## config.mk

```make
export PLATFORM = sky130hd
export DESIGN_NAME = restoring_divider
export DESIGN_NICKNAME = d
export VERILOG_FILES = /design/src/rtl/divider_pkg.sv /design/src/rtl/divider_datapath.sv /design/src/rtl/restoring_divider.sv
export SDC_FILE = /design/constraint.sdc
export NUM_CORES = 1
export LEC_CHECK = 0
export CORE_MARGIN = 2
export CORE_UTILIZATION = 54
export CTS_BUF_LIST = sky130_fd_sc_hd__clkbuf_8
export DETAILED_ROUTE_END_ITERATION = 10
export PLACE_DENSITY = 0.91
export SYNTH_ARGS = -nofsm -noshare
export SYNTH_HDL_FRONTEND = slang
export SYNTH_SLANG_ARGS = --single-unit
```

## constraint.sdc

```tcl
create_clock -name i_clock -period 2.5 [get_ports i_clock]
set_input_delay 0.375 -clock i_clock [delete_from_list [all_inputs] [get_ports i_clock]]
set_output_delay 0.375 -clock i_clock [all_outputs]
set_load 0.05 [all_outputs]
```

## src/rtl/divider_pkg.sv

```systemverilog
// Shared types and defaults for the restoring divider.
// The optional feature is enabled with the DIVIDER_ZERO_DETECT_EN macro.
package divider_pkg;

    typedef enum logic [1:0] {
        IDLE = 2'd0,
        RUN  = 2'd1,
        DONE = 2'd2
    } state_t;

    localparam int unsigned DEFAULT_WIDTH = 4;

endpackage

```

## src/rtl/divider_datapath.sv

```systemverilog
// Shift-subtract datapath: partial remainder, quotient shift register and divisor hold.
// A load captures the operands and a shift performs one restoring iteration.
module divider_datapath
    import divider_pkg::*;
#(
    parameter int unsigned WIDTH = DEFAULT_WIDTH
) (
    input  logic             i_clk,
    input  logic             i_rst_n,
    input  logic             i_load,
    input  logic             i_shift,
    input  logic [WIDTH-1:0] i_dividend,
    input  logic [WIDTH-1:0] i_divisor,
    output logic [WIDTH-1:0] o_quo,
    output logic [WIDTH-1:0] o_rem
);

    logic [WIDTH:0]   r_rem;
    logic [WIDTH-1:0] r_quo;
    logic [WIDTH-1:0] r_dvs;

    logic [WIDTH:0]   w_s;
    logic [WIDTH:0]   w_t;

    // Trial subtraction; a set MSB means the divisor did not fit, so restore.
    assign w_s = {r_rem[WIDTH-1:0], r_quo[WIDTH-1]};
    assign w_t = w_s - {1'b0, r_dvs};

    always_ff @(posedge i_clk) begin
        if (!i_rst_n) begin
            r_rem <= '0;
            r_quo <= '0;
            r_dvs <= '0;
        end else if (i_load) begin
            r_rem <= '0;
            r_quo <= i_dividend;
            r_dvs <= i_divisor;
        end else if (i_shift) begin
            if (!w_t[WIDTH]) begin
                r_rem <= w_t;
                r_quo <= {r_quo[WIDTH-2:0], 1'b1};
            end else begin
                r_rem <= w_s;
                r_quo <= {r_quo[WIDTH-2:0], 1'b0};
            end
        end
    end

    assign o_quo = r_quo;
    assign o_rem = r_rem[WIDTH-1:0];

endmodule

```

## src/rtl/restoring_divider.sv

```systemverilog
// Sequential unsigned restoring divider: control FSM, iteration counter and result registers.
// Define DIVIDER_ZERO_DETECT_EN to short-circuit division by zero and flag it on div_by_zero.
module restoring_divider
    import divider_pkg::*;
#(
    parameter int unsigned WIDTH = DEFAULT_WIDTH
) (
    input  logic             i_clock,
    input  logic             i_reset,
    input  logic             i_start,
    input  logic [WIDTH-1:0] i_dividend,
    input  logic [WIDTH-1:0] i_divisor,
    output logic [WIDTH-1:0] o_quotient,
    output logic [WIDTH-1:0] o_remainder,
    output logic             o_busy,
    output logic             o_done,
    output logic             o_div_by_zero
);

    localparam int unsigned CNT_W = $clog2(WIDTH + 1);

    state_t           r_state;
    logic [CNT_W-1:0] r_cnt;
    logic [WIDTH-1:0] r_quotient;
    logic [WIDTH-1:0] r_remainder;
    logic             r_busy;
    logic             r_done;

    logic             w_load;
    logic             w_shift;
    logic [WIDTH-1:0] w_quo;
    logic [WIDTH-1:0] w_rem;

    assign w_load  = (r_state == IDLE) && i_start;
    assign w_shift = (r_state == RUN);

    divider_datapath #(
        .WIDTH (WIDTH)
    ) u_datapath (
        .i_clk      (i_clock),
        .i_rst_n    (i_reset),
        .i_load     (w_load),
        .i_shift    (w_shift),
        .i_dividend (i_dividend),
        .i_divisor  (i_divisor),
        .o_quo      (w_quo),
        .o_rem      (w_rem)
    );

`ifdef DIVIDER_ZERO_DETECT_EN
    logic r_zero_skip;
    logic r_dbz;
`endif

    always_ff @(posedge i_clock) begin
        if (!i_reset) begin
            r_state     <= IDLE;
            r_cnt       <= '0;
            r_quotient  <= '0;
            r_remainder <= '0;
            r_busy      <= 1'b0;
            r_done      <= 1'b0;
`ifdef DIVIDER_ZERO_DETECT_EN
            r_zero_skip <= 1'b0;
            r_dbz       <= 1'b0;
`endif
        end else begin
            r_done <= 1'b0;
            case (r_state)
                IDLE: begin
                    if (i_start) begin
                        r_cnt  <= CNT_W'(WIDTH);
                        r_busy <= 1'b1;
`ifdef DIVIDER_ZERO_DETECT_EN
                        r_dbz <= 1'b0;
                        if (i_divisor == '0) begin
                            r_zero_skip <= 1'b1;
                            r_state     <= DONE;
                        end else begin
                            r_zero_skip <= 1'b0;
                            r_state     <= RUN;
                        end
`else
                        r_state <= RUN;
`endif
                    end
                end
                RUN: begin
                    r_cnt <= r_cnt - CNT_W'(1);
                    if (r_cnt == CNT_W'(1)) begin
                        r_state <= DONE;
                    end
                end
                DONE: begin
                    r_done  <= 1'b1;
                    r_busy  <= 1'b0;
                    r_state <= IDLE;
`ifdef DIVIDER_ZERO_DETECT_EN
                    // Skipped run: the datapath still holds the untouched dividend in QUO.
                    if (r_zero_skip) begin
                        r_quotient  <= '1;
                        r_remainder <= w_quo;
                    end else begin
                        r_quotient  <= w_quo;
                        r_remainder <= w_rem;
                    end
                    r_dbz <= r_zero_skip;
`else
                    r_quotient  <= w_quo;
                    r_remainder <= w_rem;
`endif
                end
                default: r_state <= IDLE;
            endcase
        end
    end

    assign o_quotient  = r_quotient;
    assign o_remainder = r_remainder;
    assign o_busy      = r_busy;
    assign o_done      = r_done;
`ifdef DIVIDER_ZERO_DETECT_EN
    assign o_div_by_zero = r_dbz;
`else
    assign o_div_by_zero = 1'b0;
`endif

endmodule
```

==> results by stage, run 1 <==
Final layout:
- The ratio of cells with drive above 1 in the final layout is 0.0798.
- The final instance area is 1540 sq um.
- Leaving out fill and tap cells, the most frequent cell in the layout is sky130_fd_sc_hd__dfxtp_1.
- The utilization of the core after routing is 0.695.
- The number of nets at the end of the flow is 182.
- Leaving out fill and tap cells, the most frequent cells in the layout are sky130_fd_sc_hd__dfxtp_1, sky130_fd_sc_hd__nand2_1, sky130_fd_sc_hd__clkdlybuf4s50_1, sky130_fd_sc_hd__a21boi_0.
- From synthesis to final layout, the design area changed by 21.7%.
- 0 antenna diodes ended up in the layout.

Job:
- The reported max-cap violation count is 0.

Place:
- The number of buffers inserted by port buffering is 20.
- The placed instances occupy a cell area of 1490 sq um.
- The wire-length estimate of the detail-placed layout is between 1500 and 2000 um.
- The global placer's final weighted congestion is 0.831.

Drt:
- After detailed routing, the average wire length per cell comes to between 10 and 15 um.
- After detailed routing, the number of vias per cell comes to 5.39.
- The final antenna-violating net count is 0.
- The count of TritonRoute iterations in the first routing pass is 4.
- The detailed router's first-iteration violation count is 24.
- The via total after detailed routing is between 1k and 1.5k.
- The post-route DRC violation count is 0.
- The routed design has 2640 um of wire.

Power and ir drop:
- The switching share of total power is 0.290.
- The worst ir drop on vdd is 0.000441 V.
- The static leakage power is 0.579 nW.
- Of the total power, combinational logic draws 0.210.
- Of the total power, the clock network draws 0.279.
- Internal power comes to 0.000656 W.
- The share of total power in sequential cells is 0.510.
- The power dissipated by switching net loads is ~0.00027 W.
- The total power density per cell area is 602 nW/um^2.

Floorplanning:
- The width of the die is 52.4 um.
- The die covers 2740 sq um.
- The number of I/O pins is 22.
- The starting utilization of the core area is 0.571.
- In this run the standard cell core region covers roughly 2200 sq um.
- The die is 52.4 um tall.
- The initialized floorplan defines 17 standard-cell rows.

Global routing:
- Global routing finished with a remaining overflow of 0.
- The initial antenna violation count is 0.
- The wire length of the first global-routing pass is between 4000 and 5000 um.
- The via count of the first global-routing pass came to 981.
- The pin count of the biggest net entering global routing is 18.
- In the global route stage, overall resource usage came out at 0.224.

Setup path:
- On the worst path, the slowest cell contributes a delay of 0.41 ns.
- The arrival time reported for the critical path endpoint is between 2 and 3 ns.
- The critical path buffer and inverter count is 1.
- The capturing element type of the critical path is a flop.
- The critical path class is flop to flop.
- The element type at the critical path start is a flop.
- The maximum net fanout on the critical path is 5.
- The largest delay contributor family on the critical path is adder cells.
- The required time at the worst-slack endpoint is approximately 2.7 ns.
- For this design, the slowest cell found on the critical path is sky130_fd_sc_hd__fa_1.
- Walking the worst path, the cells encountered are inv_1 > ha_1 > fa_1 > nand2b_1 > a21oi_2 > xor2_2 > mux2_2 > o21ai_2.

Clocking:
- The maximum buffer depth of the clock tree is 2.
- The number of clock sinks is 27.
- Counting the buffers created by CTS gives 3.
- The CTS tree is built.
- In this run the number of H-tree levels came out at 1.
- The clock tree root buffer cell is sky130_fd_sc_hd__clkbuf_8.
- After clock tree synthesis, the clock-pin slew on the worst setup and hold paths is approximately 0.1 ns.
- In this run the post-CTS setup repair buffer count came out at 0.
- For the worst-skew pair, the clock arrives at the later sink with an insertion delay of 0.28 ns.
- Post-CTS repair changed the size of 0 cells.
- In this run, post-CTS hold repair placed 0 buffers.

Timing:
- The setup skew after layout is between 0.005 and 0.006 ns.
- The portion of the clock cycle consumed by the worst path in the final layout is 0.917.
- For the final routed database, the setup TNS stands at 0 ns.
- In this run the tightest slew margin relative to its limit is 0.536.
- The maximum achievable frequency is 436 MHz.
- The post-route minimum period is 2.29 ns.
- The number of hold violations in the final report was 0.
- The count of final setup violators is 0.
- Setup repair after global routing left no endpoint under its margin.
- The final-report max-slew violation count is 0.
- For the pin with the worst max-slew slack, the measured transition is 0.695 ns.

Min path:
- The class of the most critical hold timing path is flop to flop.

Logic synthesis:
- When the netlist entered floorplanning its net count stood at between 150 and 200.
- The number of storage elements in the synthesis netlist is 27.
- During synthesis, Yosys emitted a total of 0 warnings.
- A synthesized cell averages 8.83 sq um.
- Of the synthesized area, sequential elements account for 0.428.
- The synthesized netlist occupies a cell area of 1260 sq um.
- The netlist uses 31 different library cells.
- The synthesized netlist cell count is 143.

Status:
- The flow ran to the end, and the final reports show no timing, DRC or antenna violations.
==> synthesized netlist by cell type (all sizes together) <==
cell	count	area share
fa	1	0.016
xnor2	1	0.0069
nor2	10	0.032
buf	3	0.014
dfxtp	27	0.43
a22oi	4	0.024
xor2	2	0.020
conb	1	0.0030
a21boi	12	0.071
nor2b	9	0.045
inv	7	0.021
nand2b	5	0.025
and2	2	0.0099
and2b	1	0.0059
mux2i	3	0.024
o211a	2	0.016
nand2	22	0.065
nand3	4	0.016
mux2	2	0.018
clkbuf	4	0.012
a21oi	9	0.039
o211ai	2	0.012
o21ai	4	0.019
ha	6	0.059
==> registers in the layout, indices dropped and copies added (netlist names) <==
| name | count |
|---|---|
| r_cnt | 3 |
| r_state | 2 |
| o_done | 1 |
| o_remainder | 4 |
| o_quotient | 4 |
| u_datapath.o_quo | 4 |
| u_datapath.r_rem | 4 |
| o_busy | 1 |
| u_datapath.r_dvs | 4 |
==> through the flow <==
step | total power (W) | worst slack, ns | cells | hold slack [ns]
2_1_floorplan | 0.000616 | 0.448 | 143 | 0.454
3_3_place_gp | 0.000657 | 0.405 | 187 | 0.449
3_5_place_dp | 0.000672 | 0.262 | 187 | 0.458
4_1_cts | 0.000923 | 0.222 | 191 | 0.472
5_1_grt | 0.000961 | 0.105 | 191 | 0.505
6_report | 0.000924 | 0.208 | 191 | 0.471
==> routing by layer <==
layer  part of all wire  global-route usage
met1               0.46               0.268
met2               0.46               0.363
met3              0.043              0.0514
met4              0.034               0.137
met5                  0                   0
==> worst reg2reg max path, stage by stage (launching register included) <==
cell and delay, ns:
sky130_fd_sc_hd__dfxtp_1 0.37, sky130_fd_sc_hd__inv_1 0.07, sky130_fd_sc_hd__ha_1 0.21, sky130_fd_sc_hd__fa_1 0.41, sky130_fd_sc_hd__nand2b_1 0.17, sky130_fd_sc_hd__a21oi_2 0.17, sky130_fd_sc_hd__xor2_2 0.32, sky130_fd_sc_hd__mux2_2 0.39
sky130_fd_sc_hd__o21ai_2 0.12
==> power by group through the flow <==
stage                     logic [W]  clock network, W  registers (W)
final                      0.000194          0.000258       0.000472
after detailed placement   0.000191                 0       0.000481
after CTS                  0.000193          0.000258       0.000471
after floorplan            0.000133                 0       0.000483
after global placement     0.000178                 0       0.000479
after global routing       0.000215          0.000272       0.000475
==> final cells by class <==
type                       instances  area [sq um]
inverter                           7          26.3
multi-input combinational        102           663
sequential                        27           541
clock inverter                     1          7.51
clock buffer                       3          41.3
timing repair buffer              23           223
fill                             185           676
tap                               28          35.0
==> final timing paths <==
kind | startpoint | end | slack [ns] | cells after the start
hold / removal | o_quotient[3] | o_quotient[3] | 0.47 | 2
setup / recovery | u_datapath.o_quo[3] | u_datapath.r_rem[0] | 0.21 | 8
hold reg to reg | o_quotient[3] | o_quotient[3] | 0.47 | 2
setup reg to reg | u_datapath.o_quo[3] | u_datapath.r_rem[0] | 0.21 | 8
==> kinds of logic after synthesis <==
family | share of synthesized area
AO/OA/AOI/OAI | 0.180
XOR/XNOR | 0.0268
flip-flops | 0.428
buffers and inverters | 0.0466
multiplexers | 0.0416
other | 0.00297
AND/OR/NAND/NOR | 0.198
adder cells (fa/ha/maj) | 0.0753
(Power assumes the default switching activity.)
==> run 2, diff against run 1 <==
CORE_MARGIN = 5   (was 2)
CTS_CLUSTER_SIZE = 16   (was default)
==> run 2 against run 1 <==
  * Global-route usage shrank 6.9 points
  * Worst hold slack is essentially flat
  * Die area grew 24%
  * Setup slack gained 0.0032 ns
  * Fmax grew 0.14%
==> results by stage, run 2 (same netlist as run 1, synthesis figures left out) <==
Setup path:
- The capturing element type of the critical path is a flop.
- The worst setup path is launched from a flop.
- The required time at the worst-slack endpoint is 2.71 ns.
- STA puts the critical path data arrival time at 2.50 ns.
- Along the worst path, the maximum fanout reaches 5.
- The path depth of the worst reg2reg path is 8.
- The worst setup path is of the flop to flop kind.

Final layout:
- The most common cell after layout, fill and taps aside is sky130_fd_sc_hd__dfxtp_1.
- Of the cells placed in the final design, the portion with a size suffix greater than 1 is 0.0798.
- The finished cells cover 1540 sq um.
- The sequential cells in the finished layout cover a total of 541 sq um.
- The library cells used most frequently in the layout, excluding fill and tap cells, are sky130_fd_sc_hd__dfxtp_1, sky130_fd_sc_hd__nand2_1, sky130_fd_sc_hd__clkdlybuf4s50_1, sky130_fd_sc_hd__a21boi_0.
- The final-layout fill cell count is 175.
- In the final layout, the multi-input gates occupy 663 sq um.
- Relative to the synthesized area, the layout overhead comes to 21.7%.
- The count of placed standard cells in the final layout, fillers left out is 191.
- 0 antenna diodes ended up in the layout.
- The number of nets at the end of the flow is 182.

Clocking:
- Buffers inserted to repair hold after CTS numbered 0.
- The longest clock path from root to sink contains 2 buffers.
- In this run, post-CTS repair resized a total of 0 instances.
- After clock tree synthesis, the setup repair step added 0 buffers.
- In this run the clock root is driven by a sky130_fd_sc_hd__clkbuf_8.
- The number of clock buffers inserted by TritonCTS is 3.
- The CTS tree is built.
- In this run the number of H-tree levels came out at 1.
- The clock latency on the worst-skew pair is between 0.2 and 0.3 ns.
- The number of clock sinks is 27.
- The clock transition at the registers of the reported paths is 0.10 ns.

Timing:
- The count of final setup violators is 0.
- The portion of the clock cycle consumed by the worst path in the final layout is 0.916.
- Counting I/O delays and the setup requirement, the final critical path takes 2.29 ns.
- The number of hold violations in the final report came to 0.
- Across the routed clock network, the largest skew measured is 0.00446 ns.
- The maximum achievable frequency is 437 MHz.
- The worst setup margin is 0.211 ns.
- The measured slew at the worst slew-check pin is 0.634 ns.
- The final total negative setup slack is 0 ns.
- Setup repair after global routing left no endpoint under its margin.
- The final-report max-slew violation count was 0.
- The worst slew margin relative to its limit is 0.576.
- The final hold slack is roughly 0.47 ns.

Power and ir drop:
- The share of total power dissipated in sequential elements is 0.516.
- The worst ir drop on vdd is 0.000466 V.
- The internal power of the cells totals 0.000655 W.
- Of the total power, combinational logic draws 0.207.
- The share of total power in the clock network is 0.276.
- In this run the power spent charging and discharging nets is 0.000258 W.
- In this run the power density over the cells is 594 nW/um^2.
- Summed over all cells, the static leakage comes to 0.579 nW.
- The switching share of total power is 0.283.

Global routing:
- The initial antenna violation count is 0.
- Across every metal layer, demand over resource in global routing totals 0.155.
- The wire length of the first global-routing pass is 4180 um.
- The pin count of the biggest net entering global routing is 17.
- Summed over all layers, the global routing overflow is 0.
- The via count of the first global-routing pass was 985.

Drt:
- The detailed router placed 1008 vias in this run.
- The detailed router finished its first iteration with 23 violations.
- The count of TritonRoute iterations in the first routing pass is 4.
- The total wire length after detailed routing is 2490 um.
- In the routed layout, each cell is associated on average with a via count of 5.28.
- The post-route DRC violation count is 0.
- The final antenna-violating net count is 0.
- The routed wire length per instance is 13.0 um.

Floorplanning:
- The width of the die is 58.4 um.
- The die footprint is 3400 sq um.
- The placeable core area is ~2200 sq um.
- The chip height is 58.4 um.
- The starting utilization of the core area is 0.571.
- The number of I/O pins is 22.
- In this run the core area contains 17 standard-cell rows.

Status:
- The run finished with clean final reports.

Min path:
- In this run the worst hold path is classified as flop to flop.
- Along the worst hold path, the cell count comes to 2.

Place:
- In this run, placement finished with an instance count of 187.
- The global placer's final weighted congestion is 0.892.
- The worst setup timing slack at the placement stage is 0.231 ns.
- The half-perimeter wire length after placement is 1890 um.
- The total cell area at the placement stage is 1490 sq um.
- Buffers placed on the I/O ports in this run total 20.

Job:
- The reported max-cap violation count is 0.
## run 2: area by class of cell
type / instances / area share
Clock inverter: 1 / 0.00489
Clock buffer: 3 / 0.0269
Tap cell: 28 / 0.0228
Multi-Input combinational cell: 102 / 0.432
Timing Repair Buffer: 23 / 0.145
Sequential cell: 27 / 0.352
Inverter: 7 / 0.0171
## run 2: power by group through the flow
stage	Clock, W	Sequential (W)	Combinational, W
floorplan	0	0.000483	0.000133
global placement	0	0.000479	0.000178
detailed placement	0	0.000481	0.000189
CTS	0.000252	0.000471	0.000191
global route	0.000275	0.000475	0.000208
finish	0.000252	0.000472	0.000189
## run 2: critical path: stages, from the launching register on
cell                       delay, ns
sky130_fd_sc_hd__dfxtp_1        0.37
sky130_fd_sc_hd__inv_1          0.08
sky130_fd_sc_hd__ha_1           0.21
sky130_fd_sc_hd__fa_1           0.40
sky130_fd_sc_hd__nand2b_1       0.17
sky130_fd_sc_hd__a21oi_2        0.19
sky130_fd_sc_hd__xor2_2         0.32
sky130_fd_sc_hd__mux2_2         0.38
sky130_fd_sc_hd__o21ai_1        0.11
## run 2: metrics by stage
| step | power [W] | utilization |
|---|---|---|
| 6_report | 0.000913 | 0.695 |
| 5_1_grt | 0.000957 | 0.695 |
| 4_1_cts | 0.000914 | 0.695 |
| 3_5_place_dp | 0.000670 | 0.673 |
| 3_3_place_gp | 0.000658 | 0.673 |
| 2_1_floorplan | 0.000616 | - |
## run 2: path summary, 6_finish.rpt
| path | from | to | slack, ns |
|---|---|---|---|
| max | u_datapath.o_quo[3] | u_datapath.r_rem[1] | 0.21 |
| min | o_quotient[2] | o_quotient[2] | 0.47 |
| max reg2reg | u_datapath.o_quo[3] | u_datapath.r_rem[1] | 0.21 |
| min reg2reg | o_quotient[2] | o_quotient[2] | 0.47 |
## run 2: routing by layer
metal,wire [um],part of all wire,global-route usage
met1,1120,0.45,0.190
met2,1250,0.50,0.266
met3,98,0.039,0.0219
met4,26,0.010,0.0728
met5,0,0,0
